[config.mk]
export PLATFORM = sky130hd
export DESIGN_NAME = fs_accel_isched
export DESIGN_NICKNAME = d
export VERILOG_FILES = /design/src/rtl/fs_accel_pkg.sv /design/src/rtl/fs_accel_isched_agen.sv /design/src/rtl/fs_accel_isched.sv
export SDC_FILE = /design/constraint.sdc
export NUM_CORES = 1
export LEC_CHECK = 0
export CORE_MARGIN = 2
export CORE_UTILIZATION = 30
export DETAILED_ROUTE_END_ITERATION = 16
export PLACE_DENSITY = 0.56
export RECOVER_POWER = 50
export SLEW_MARGIN = 40
export SYNTH_ARGS = -nofsm -noshare
export SYNTH_HDL_FRONTEND = slang
export SYNTH_HIERARCHICAL = 1
export SYNTH_SLANG_ARGS = --single-unit
[constraint.sdc]
create_clock -name clk -period 3.7 [get_ports clk]
set_input_delay 0.74 -clock clk [delete_from_list [all_inputs] [get_ports clk]]
set_output_delay 0.74 -clock clk [all_outputs]
set_load 0.05 [all_outputs]
[src/rtl/fs_accel_pkg.sv]
// Shared definitions for the feature-stream input scheduler: state encoding and
// default address/dimension widths.
package fs_accel_pkg;

    localparam int unsigned AddrWDefault = 16;
    localparam int unsigned DimWDefault  = 8;

    typedef enum logic [1:0] {
        StIdle  = 2'd0,
        StFetch = 2'd1,
        StWin   = 2'd2,
        StFin   = 2'd3
    } isched_state_e;

endpackage

[src/rtl/fs_accel_isched_agen.sv]
// Row/column counters and read-address generator for the input scheduler.
// Image dimensions and the row base address are latched on job init.
module fs_accel_isched_agen
    import fs_accel_pkg::*;
#(
    parameter int unsigned ADDR_W = AddrWDefault,
    parameter int unsigned DIM_W  = DimWDefault
) (
    input  logic              clk,
    input  logic              resetn,
    input  logic              init_i,
    input  logic              col_inc_i,
    input  logic              row_next_i,
    input  logic [ADDR_W-1:0] base_addr_i,
    input  logic [DIM_W-1:0]  img_w_i,
    input  logic [DIM_W-1:0]  img_h_i,
    output logic [ADDR_W-1:0] rd_addr_o,
    output logic [DIM_W-1:0]  row_o,
    output logic [DIM_W-1:0]  col_o,
    output logic              col_ge2_o,
    output logic              col_end_o,
    output logic              row_end_o
);

    logic [DIM_W-1:0]  row_q, row_d;
    logic [DIM_W-1:0]  col_q, col_d;
    logic [DIM_W-1:0]  w_q, w_d;
    logic [DIM_W-1:0]  h_q, h_d;
    logic [ADDR_W-1:0] base_q, base_d;

    always_comb begin
        row_d  = row_q;
        col_d  = col_q;
        w_d    = w_q;
        h_d    = h_q;
        base_d = base_q;
        if (init_i) begin
            row_d  = '0;
            col_d  = '0;
            w_d    = img_w_i;
            h_d    = img_h_i;
            base_d = base_addr_i;
        end else if (row_next_i) begin
            row_d  = row_q + DIM_W'(1);
            col_d  = '0;
            base_d = base_q + ADDR_W'(w_q);
        end else if (col_inc_i) begin
            col_d = col_q + DIM_W'(1);
        end
    end

    always_ff @(posedge clk) begin
        if (!resetn) begin
            row_q  <= '0;
            col_q  <= '0;
            w_q    <= '0;
            h_q    <= '0;
            base_q <= '0;
        end else begin
            row_q  <= row_d;
            col_q  <= col_d;
            w_q    <= w_d;
            h_q    <= h_d;
            base_q <= base_d;
        end
    end

    // Address wraps naturally at ADDR_W bits.
    assign rd_addr_o = base_q + ADDR_W'(col_q);
    assign row_o     = row_q;
    assign col_o     = col_q;
    assign col_ge2_o = (col_q >= DIM_W'(2));
    assign col_end_o = (col_q == (w_q - DIM_W'(1)));
    assign row_end_o = (row_q >= (h_q - DIM_W'(3)));

endmodule

[src/rtl/fs_accel_isched.sv]
// 3x3 window input scheduler: fetches image columns and presents windows downstream.
// Define FS_ACCEL_ISCHED_PERF_EN to add the 16-bit perf_stall window-stall counter.
module fs_accel_isched
    import fs_accel_pkg::*;
#(
    parameter int unsigned ADDR_W = AddrWDefault,
    parameter int unsigned DIM_W  = DimWDefault
) (
    input  logic              clk,
    input  logic              resetn,
    input  logic              start,
    input  logic [ADDR_W-1:0] base_addr,
    input  logic [DIM_W-1:0]  img_w,
    input  logic [DIM_W-1:0]  img_h,
    output logic              busy,
    output logic              done,
    output logic              err,
    output logic              rd_req,
    output logic [ADDR_W-1:0] rd_addr,
    input  logic              rd_valid,
    output logic              ireg_enb,
    output logic              win_valid,
    input  logic              win_ready,
    output logic [DIM_W-1:0]  row_idx,
`ifdef FS_ACCEL_ISCHED_PERF_EN
    output logic [15:0]       perf_stall,
`endif
    output logic [DIM_W-1:0]  col_idx
);

    isched_state_e     state_q, state_d;
    logic              err_q, err_d;
    logic              start_acc, agen_init, col_inc, row_next;
    logic              rd_req_c, ireg_c, win_c, done_c;
    logic              dims_bad;
    logic [ADDR_W-1:0] agen_addr;
    logic [DIM_W-1:0]  agen_row, agen_col;
    logic              col_ge2, col_end, row_end;

    assign dims_bad = (img_w < DIM_W'(3)) || (img_h < DIM_W'(3));

    fs_accel_isched_agen #(
        .ADDR_W (ADDR_W),
        .DIM_W  (DIM_W)
    ) u_agen (
        .clk         (clk),
        .resetn      (resetn),
        .init_i      (agen_init),
        .col_inc_i   (col_inc),
        .row_next_i  (row_next),
        .base_addr_i (base_addr),
        .img_w_i     (img_w),
        .img_h_i     (img_h),
        .rd_addr_o   (agen_addr),
        .row_o       (agen_row),
        .col_o       (agen_col),
        .col_ge2_o   (col_ge2),
        .col_end_o   (col_end),
        .row_end_o   (row_end)
    );

    always_comb begin
        state_d   = state_q;
        err_d     = err_q;
        start_acc = 1'b0;
        agen_init = 1'b0;
        col_inc   = 1'b0;
        row_next  = 1'b0;
        rd_req_c  = 1'b0;
        ireg_c    = 1'b0;
        win_c     = 1'b0;
        done_c    = 1'b0;
        unique case (state_q)
            StIdle: begin
                if (start) begin
                    start_acc = 1'b1;
                    if (dims_bad) begin
                        err_d   = 1'b1;
                        state_d = StFin;
                    end else begin
                        err_d     = 1'b0;
                        agen_init = 1'b1;
                        state_d   = StFetch;
                    end
                end
            end
            StFetch: begin
                rd_req_c = 1'b1;
                ireg_c   = rd_valid;
                if (rd_valid) begin
                    if (col_ge2) begin
                        state_d = StWin;
                    end else begin
                        col_inc = 1'b1;
                    end
                end
            end
            StWin: begin
                win_c = 1'b1;
                if (win_ready) begin
                    if (!col_end) begin
                        col_inc = 1'b1;
                        state_d = StFetch;
                    end else if (!row_end) begin
                        row_next = 1'b1;
                        state_d  = StFetch;
                    end else begin
                        state_d = StFin;
                    end
                end
            end
            StFin: begin
                done_c  = 1'b1;
                state_d = StIdle;
            end
            default: state_d = StIdle;
        endcase
    end

    always_ff @(posedge clk) begin
        if (!resetn) begin
            state_q <= StIdle;
            err_q   <= 1'b0;
        end else begin
            state_q <= state_d;
            err_q   <= err_d;
        end
    end

    // Reset is synchronous, so outputs are gated directly to read zero during it.
    assign busy      = resetn && (state_q != StIdle);
    assign done      = resetn && done_c;
    assign err       = resetn && err_q;
    assign rd_req    = resetn && rd_req_c;
    assign rd_addr   = (resetn && rd_req_c) ? agen_addr : '0;
    assign ireg_enb  = resetn && ireg_c;
    assign win_valid = resetn && win_c;
    assign row_idx   = resetn ? agen_row : '0;
    assign col_idx   = resetn ? agen_col : '0;

`ifdef FS_ACCEL_ISCHED_PERF_EN
    logic [15:0] perf_q, perf_d;

    always_comb begin
        perf_d = perf_q;
        if (start_acc) begin
            perf_d = '0;
        end else if (win_c && !win_ready && (perf_q != 16'hFFFF)) begin
            perf_d = perf_q + 16'd1;
        end
    end

    always_ff @(posedge clk) begin
        if (!resetn) begin
            perf_q <= '0;
        end else begin
            perf_q <= perf_d;
        end
    end

    assign perf_stall = resetn ? perf_q : '0;
`endif

endmodule

* After elaboration in Yosys (flattened, before gate mapping)
Index checks and enable logic that the tools add are counted.
Storage, ports and cells: flip-flop bits (word level) 51, bits in latches 0, memory bits (writable) 0, ROM bits 0, output and inout port bits 38, memories 0
Cells by class: add/sub/neg operators 6, multiply operators 0, divide/modulo/power cells 0, $lt $le $gt $ge 4, equal/unequal tests 8, shift operators 0, multiplexer cells 30, bitwise logic cells 1, reductions and logical operators 14
Operator list (count):
- two-way mux 16 bit | 3
- adder 16 x 8 -> 16 bit | 2
- adder 8 x 1 -> 8 bit (second input constant) | 2
- less-than comparator 8 x 2 -> 1 bit (second input constant) | 2
- two-way mux 1 bit | 16
- two-way mux 8 bit | 2
- two-way mux 2 bit | 7
- equality test 8 bit | 1
- >= comparator 8 x 2 -> 1 bit (second input constant) | 1
- >= comparator 8 bit | 1
- != test 2 bit (second input constant) | 4
- case mux 2 bit (4 select lines) | 1
- subtractor 8 x 1 -> 8 bit (second input constant) | 1
- subtractor 8 x 2 -> 8 bit (second input constant) | 1
- logical AND 1 bit | 6
- equality test 2 bit (second input constant) | 2
- AND reduction 4 bit | 1
- nonzero test 2 bit | 2
- OR reduction 3 bit | 1
- equality test 2 x 1 -> 1 bit (second input constant) | 1
- zero test 2 bit | 1
- case mux 1 bit (2 select lines) | 1
- AND reduction 2 bit | 1
- OR reduction 2 bit | 1
- other kinds (2) | 2

* Longest topological paths before layout
depth after elaboration 8, depth in mapped cells 15, mapped depth without buffers 14

* Hierarchy
Netlist, hierarchy kept.
Modules (own cells, without submodules):
- fs_accel_isched_agen | instances 1, cells an instance 410, area an instance 3435.8 um2, sequential area each 960.9 um2
- fs_accel_isched | instances 1, cells an instance 80, area an instance 579.3 um2, sequential area each 60.1 um2

* Worst setup path before layout
Ideal clock, no wire load.
kind register -> register, from register u_agen.h_q[0], to register u_agen.base_q[15], data arrival time 3034 ps, data required time 3638 ps, path slack 603 ps, stages on the path, launching flop included 16, buffers on the path 1, clock period less this slack 3097 ps, cell sequence dfxtp_1 > ha_1 > nor3_1 > xnor2_1 > ha_1 > and2_1 > o21ai_0 > o21ai_0 > o41a_1 > nor3b_1 > clkbuf_1 > and2_1 > nand4_1 > a21o_1 > a211o_1 > nand3_1
Between the ends: longest elaborated chain between the ends 7
Ends and longest elaborated chain:
- start: declaration | line fs_accel_isched_agen.sv:28 | logic [DIM_W-1:0] h_q, h_d;
- start signal: assignment | line fs_accel_isched_agen.sv:57 | h_q <= '0;
- start signal: assignment | line fs_accel_isched_agen.sv:63 | h_q <= h_d;
- subtractor 8 x 2 -> 8 bit | line fs_accel_isched_agen.sv:74 | assign row_end_o = (row_q >= (h_q - DIM_W'(3)));
- >= comparator 8 bit | line fs_accel_isched_agen.sv:74
- named net row_end | line fs_accel_isched.sv:38 | logic col_ge2, col_end, row_end;
- two-way mux 1 bit | line fs_accel_isched.sv:104 | end else if (!row_end) begin
- two-way mux 1 bit | line fs_accel_isched.sv:101 | if (!col_end) begin
- two-way mux 1 bit | line fs_accel_isched.sv:100 | if (win_ready) begin
- two-way mux 1 bit | line fs_accel_isched.sv:73 | unique case (state_q)
- named net row_next | line fs_accel_isched.sv:33 | logic start_acc, agen_init, col_inc, row_next;
- nonzero test 2 bit (no source line)
- end signal: assignment | line fs_accel_isched_agen.sv:64 | base_q <= base_d;
- end: declaration | line fs_accel_isched_agen.sv:29 | logic [ADDR_W-1:0] base_q, base_d;
The timed path passes the listed nets, and every way through them passes these cells. A chain may end at the register's enable or synchronous reset.

* Worst setup path in the final report
from register u_agen.w_q[1], to register u_agen.row_q[7] (netlist: u_agen/row_o[7])
Between the ends: longest elaborated chain between the ends 5
Ends and longest elaborated chain:
- start: declaration | line fs_accel_isched_agen.sv:27 | logic [DIM_W-1:0] w_q, w_d;
- start signal: assignment | line fs_accel_isched_agen.sv:62 | w_q <= w_d;
- subtractor 8 x 1 -> 8 bit | line fs_accel_isched_agen.sv:73 | assign col_end_o = (col_q == (w_q - DIM_W'(1)));
- equality test 8 bit | line fs_accel_isched_agen.sv:73
- named net col_end | line fs_accel_isched.sv:38
- two-way mux 1 bit | line fs_accel_isched.sv:101
- two-way mux 1 bit | line fs_accel_isched.sv:100
- two-way mux 1 bit | line fs_accel_isched.sv:73
- named net row_next | line fs_accel_isched.sv:33
- end signal: assignment | line fs_accel_isched_agen.sv:60 | row_q <= row_d;
- end: declaration | line fs_accel_isched_agen.sv:25 | logic [DIM_W-1:0] row_q, row_d;
The timed path passes the listed nets, and every way through them passes these cells.

==> flow_metrics.env <==
export IMPL_viasPerCell=5.130
export IMPL_finalCritPeriodShare_pct=90.78
export IMPL_clock_path_buffers=2
export IMPL_syn_inst=490
export IMPL_synth_fa_ha_area_share_pct=11.59
export IMPL_crit_top_cell="buf_4"
export IMPL_h_tree_depth=2
export IMPL_netlist_area_leader_share_pct=25.43
export IMPL_clk_latency_ns=0.29
export IMPL_ios=75
export IMPL_synthFlopType="dfxtp_1"
export IMPL_clock_sinks=51
export IMPL_synth_top_family_by_area="simple AND/OR/NAND/NOR gates"
export IMPL_cp_start_kind="register"
export IMPL_drive_gt1_share_pct=7.117
export IMPL_place_ws_ns=0.1895
export IMPL_first_global_vias=3641
export IMPL_power_density_nw_per_um2=447.7
export IMPL_setup_violations=0
export IMPL_setup_ws_ns=0.3412
export IMPL_gp_congestion=0.8260
export IMPL_synthToLayoutAreaGrowth_pct=28.11
export IMPL_synth_edf_count=0
export IMPL_worst_slew_pin_transition_ns=1.187
export IMPL_critPathCaptureType="register"
export IMPL_worstPathRequired_ns=3.92
export IMPL_fmax_mhz=297.7
export IMPL_ys_seq_area_share_pct=25.43
export IMPL_cts_tree="done"
export IMPL_cts_root_buffer_cell="clkbuf_16"
export IMPL_critPathMaxFanout=6
export IMPL_fp_dieH_um=119.7
export IMPL_path_class="register to register"
export IMPL_io_buffer_count=74
export IMPL_cp_startpoint="u_agen/w_q[1]"
export IMPL_cts_buffers=5
export IMPL_path_cells="inv_1 -> ha_1 -> nor3b_2 -> nand2_1 -> or4_1 -> a2111oi_2 -> nor3b_4 -> buf_4 -> buf_4 -> nand4_1 -> or3_1 -> a21oi_1"
export IMPL_timing_setup_tns_ns=0
export IMPL_gr_usage_all_layers_pct=15.57
export IMPL_slowest_delay_ns=0.52
export IMPL_nets=634
export IMPL_slew_headroom_pct=20.85
export IMPL_grt_ovfl_total=0
export IMPL_yosysMostFrequentCell="dfxtp_1"
export IMPL_dp_hpwl_um=8653
export IMPL_ys_warn_count=6
export IMPL_vias=3786
export IMPL_r2r_start="u_agen/w_q[1]"
export IMPL_met3_length_um=520
export IMPL_grt_start_max_net_pins=39
export IMPL_crit_path_top_delay_cell="a2111oi_2"
export IMPL_slew_viol_final=0
export IMPL_rows=42
export IMPL_synthesis_nets=563
export IMPL_grt_first_pass_wirelength_um=17940
export IMPL_synth_area_leaders="dfxtp_1, ha_1, xnor2_1, mux2i_1, xor2_1"
export IMPL_maxCapViolCount=0
export IMPL_final_util_pct=39.15
export IMPL_wl_per_cell_um=15.13
export IMPL_start_util_pct=30.56
export IMPL_hp_class="register to register"
export IMPL_drt_first_iter_violations=138
export IMPL_hp_start="err_q"
export IMPL_synth_common_cells="dfxtp_1, ha_1, nor2_1, a21oi_1, nand2_1"
export IMPL_power_static_leakage_nw=2.187
export IMPL_top_layer="met4"
export IMPL_drt_total_wl_um=11170
export IMPL_diodes=0
export IMPL_wl_met1_um=5295
export IMPL_postSynthAreaPerCell_um2=8.194
export IMPL_antenna_found_initial=0
export IMPL_finalHoldViolCount=0
export IMPL_synth_xor_area_share_pct=9.598
export IMPL_clkTransAtPathRegs_ns=0.07
export IMPL_synth_compound_area_share_pct=18.73
export IMPL_worst_ep_arrival_time_ns=3.58
export IMPL_firstDrtPassIters=4
export IMPL_coreArea_um2=13140
export IMPL_die_area_um2=14320
export IMPL_yosys_area_share_simple_pct=25.93
export IMPL_synth_area_leader_cell="dfxtp_1"
export IMPL_status="complete, no violations"
export IMPL_rsz0062_at_grt="false"
export IMPL_whs_ns=0.5284
export IMPL_fin_skew_ns=0.004793
export IMPL_synth_distinct_cells=52
export IMPL_synthesis_area_um2=4015
export IMPL_fill_cells=1338
export IMPL_die_w_um=119.7
export IMPL_final_antenna_net_count=0
export IMPL_drcViolationCount=0
export IMPL_async_reset_ff_share_pct=0
export IMPL_synth_mux_area_share_pct=4.986
export IMPL_synth_seq_cells=51
export IMPL_fin_crit_ns=3.359
export IMPL_vdd_drop_max_mv=0.2027
export IMPL_route_met2_wl_um=5056
final timing paths:
kind | depth (start not counted) | end | slack (ns)
hold / removal | 2 | err_q | 0.53
setup / recovery | 12 | u_agen/row_o[7] | 0.34
setup reg to reg | 12 | u_agen/row_o[7] | 0.34
hold reg to reg | 2 | err_q | 0.53
cell usage in the layout (no fill, tap or decap), drive strengths merged, types with 11 or more instances in the layout:
master / count
a21oi: 29
xnor2: 23
nor2b: 20
clkbuf: 12
and3: 24
and2: 24
a21o: 11
o21ai: 25
dlygate4sd3: 20
nor2: 32
ha: 34
nand4: 11
inv: 16
clkdlybuf4s50: 36
xor2: 21
mux2i: 20
buf: 23
nand2: 27
dfxtp: 51
per-layer routing:
metal | track usage [%] | vias to the layer above
li1 | - | 1907
met3 | 2.994 | 19
met5 | 0 | -
met2 | 25.68 | 100
met4 | 6.029 | 0
met1 | 20.06 | 1760
logic make-up after synthesis:
kind of cell	Yosys count
AND/OR/NAND/NOR	188
AO/OA/AOI/OAI	112
flip-flops	51
XOR/XNOR	44
buffers and inverters	39
adder cells (fa/ha/maj)	36
multiplexers	20
stage by stage:
step | cell area [um2] | cells | total power, mW
2_1_floorplan | 4015 | 490 | 1.535
3_3_place_gp | 4999 | 729 | 1.828
3_5_place_dp | 4999 | 729 | 1.844
4_1_cts | 5147 | 737 | 2.332
5_1_grt | 5144 | 738 | 2.473
6_report | 5144 | 738 | 2.303
sequential cells by signal (all words and copies together) (netlist names):
| signal | cells |
|---|---|
| u_agen/w_q | 8 |
| u_agen/h_q | 8 |
| u_agen/row_o | 8 |
| u_agen/base_q | 16 |
| state_q | 2 |
| u_agen/col_o | 8 |
| err_q | 1 |
cell type report:
cell class	instances	area, um2	share of cell area (%)
Multi-Input combinational cell	400	2855	55.51
Inverter	16	63.81	1.241
Sequential cell	51	1021	19.85
Clock buffer	5	125.1	2.432
Timing Repair Buffer	87	834.6	16.22
Tap cell	176	220.2	4.281
Clock inverter	3	23.77	0.4622
power by group:
group / switching (mW) / internal [mW] / total [mW]
Combinational: 0.594 / 0.473 / 1.07
Sequential: 0.121 / 0.643 / 0.764
Clock: 0.219 / 0.253 / 0.472
Total: 0.934 / 1.37 / 2.30
worst max-delay path, delay by kind of cell (launching register included):
kind | cells | cell delay (ns)
flip-flops | 1 | 0.36
adder cells (fa/ha/maj) | 1 | 0.19
AND/OR/NAND/NOR | 6 | 1.59
AO/OA/AOI/OAI | 2 | 0.67
buffers and inverters | 3 | 0.46
timing repair:
item / 4_1_cts / 5_1_grt
setup endpoints to repair: 0 / 20
buffers inserted: 0 / 1
hold buffers: 0 / 0
gates resized for setup: 0 / 3
Note: power is estimated with default switching activity, not from simulation.
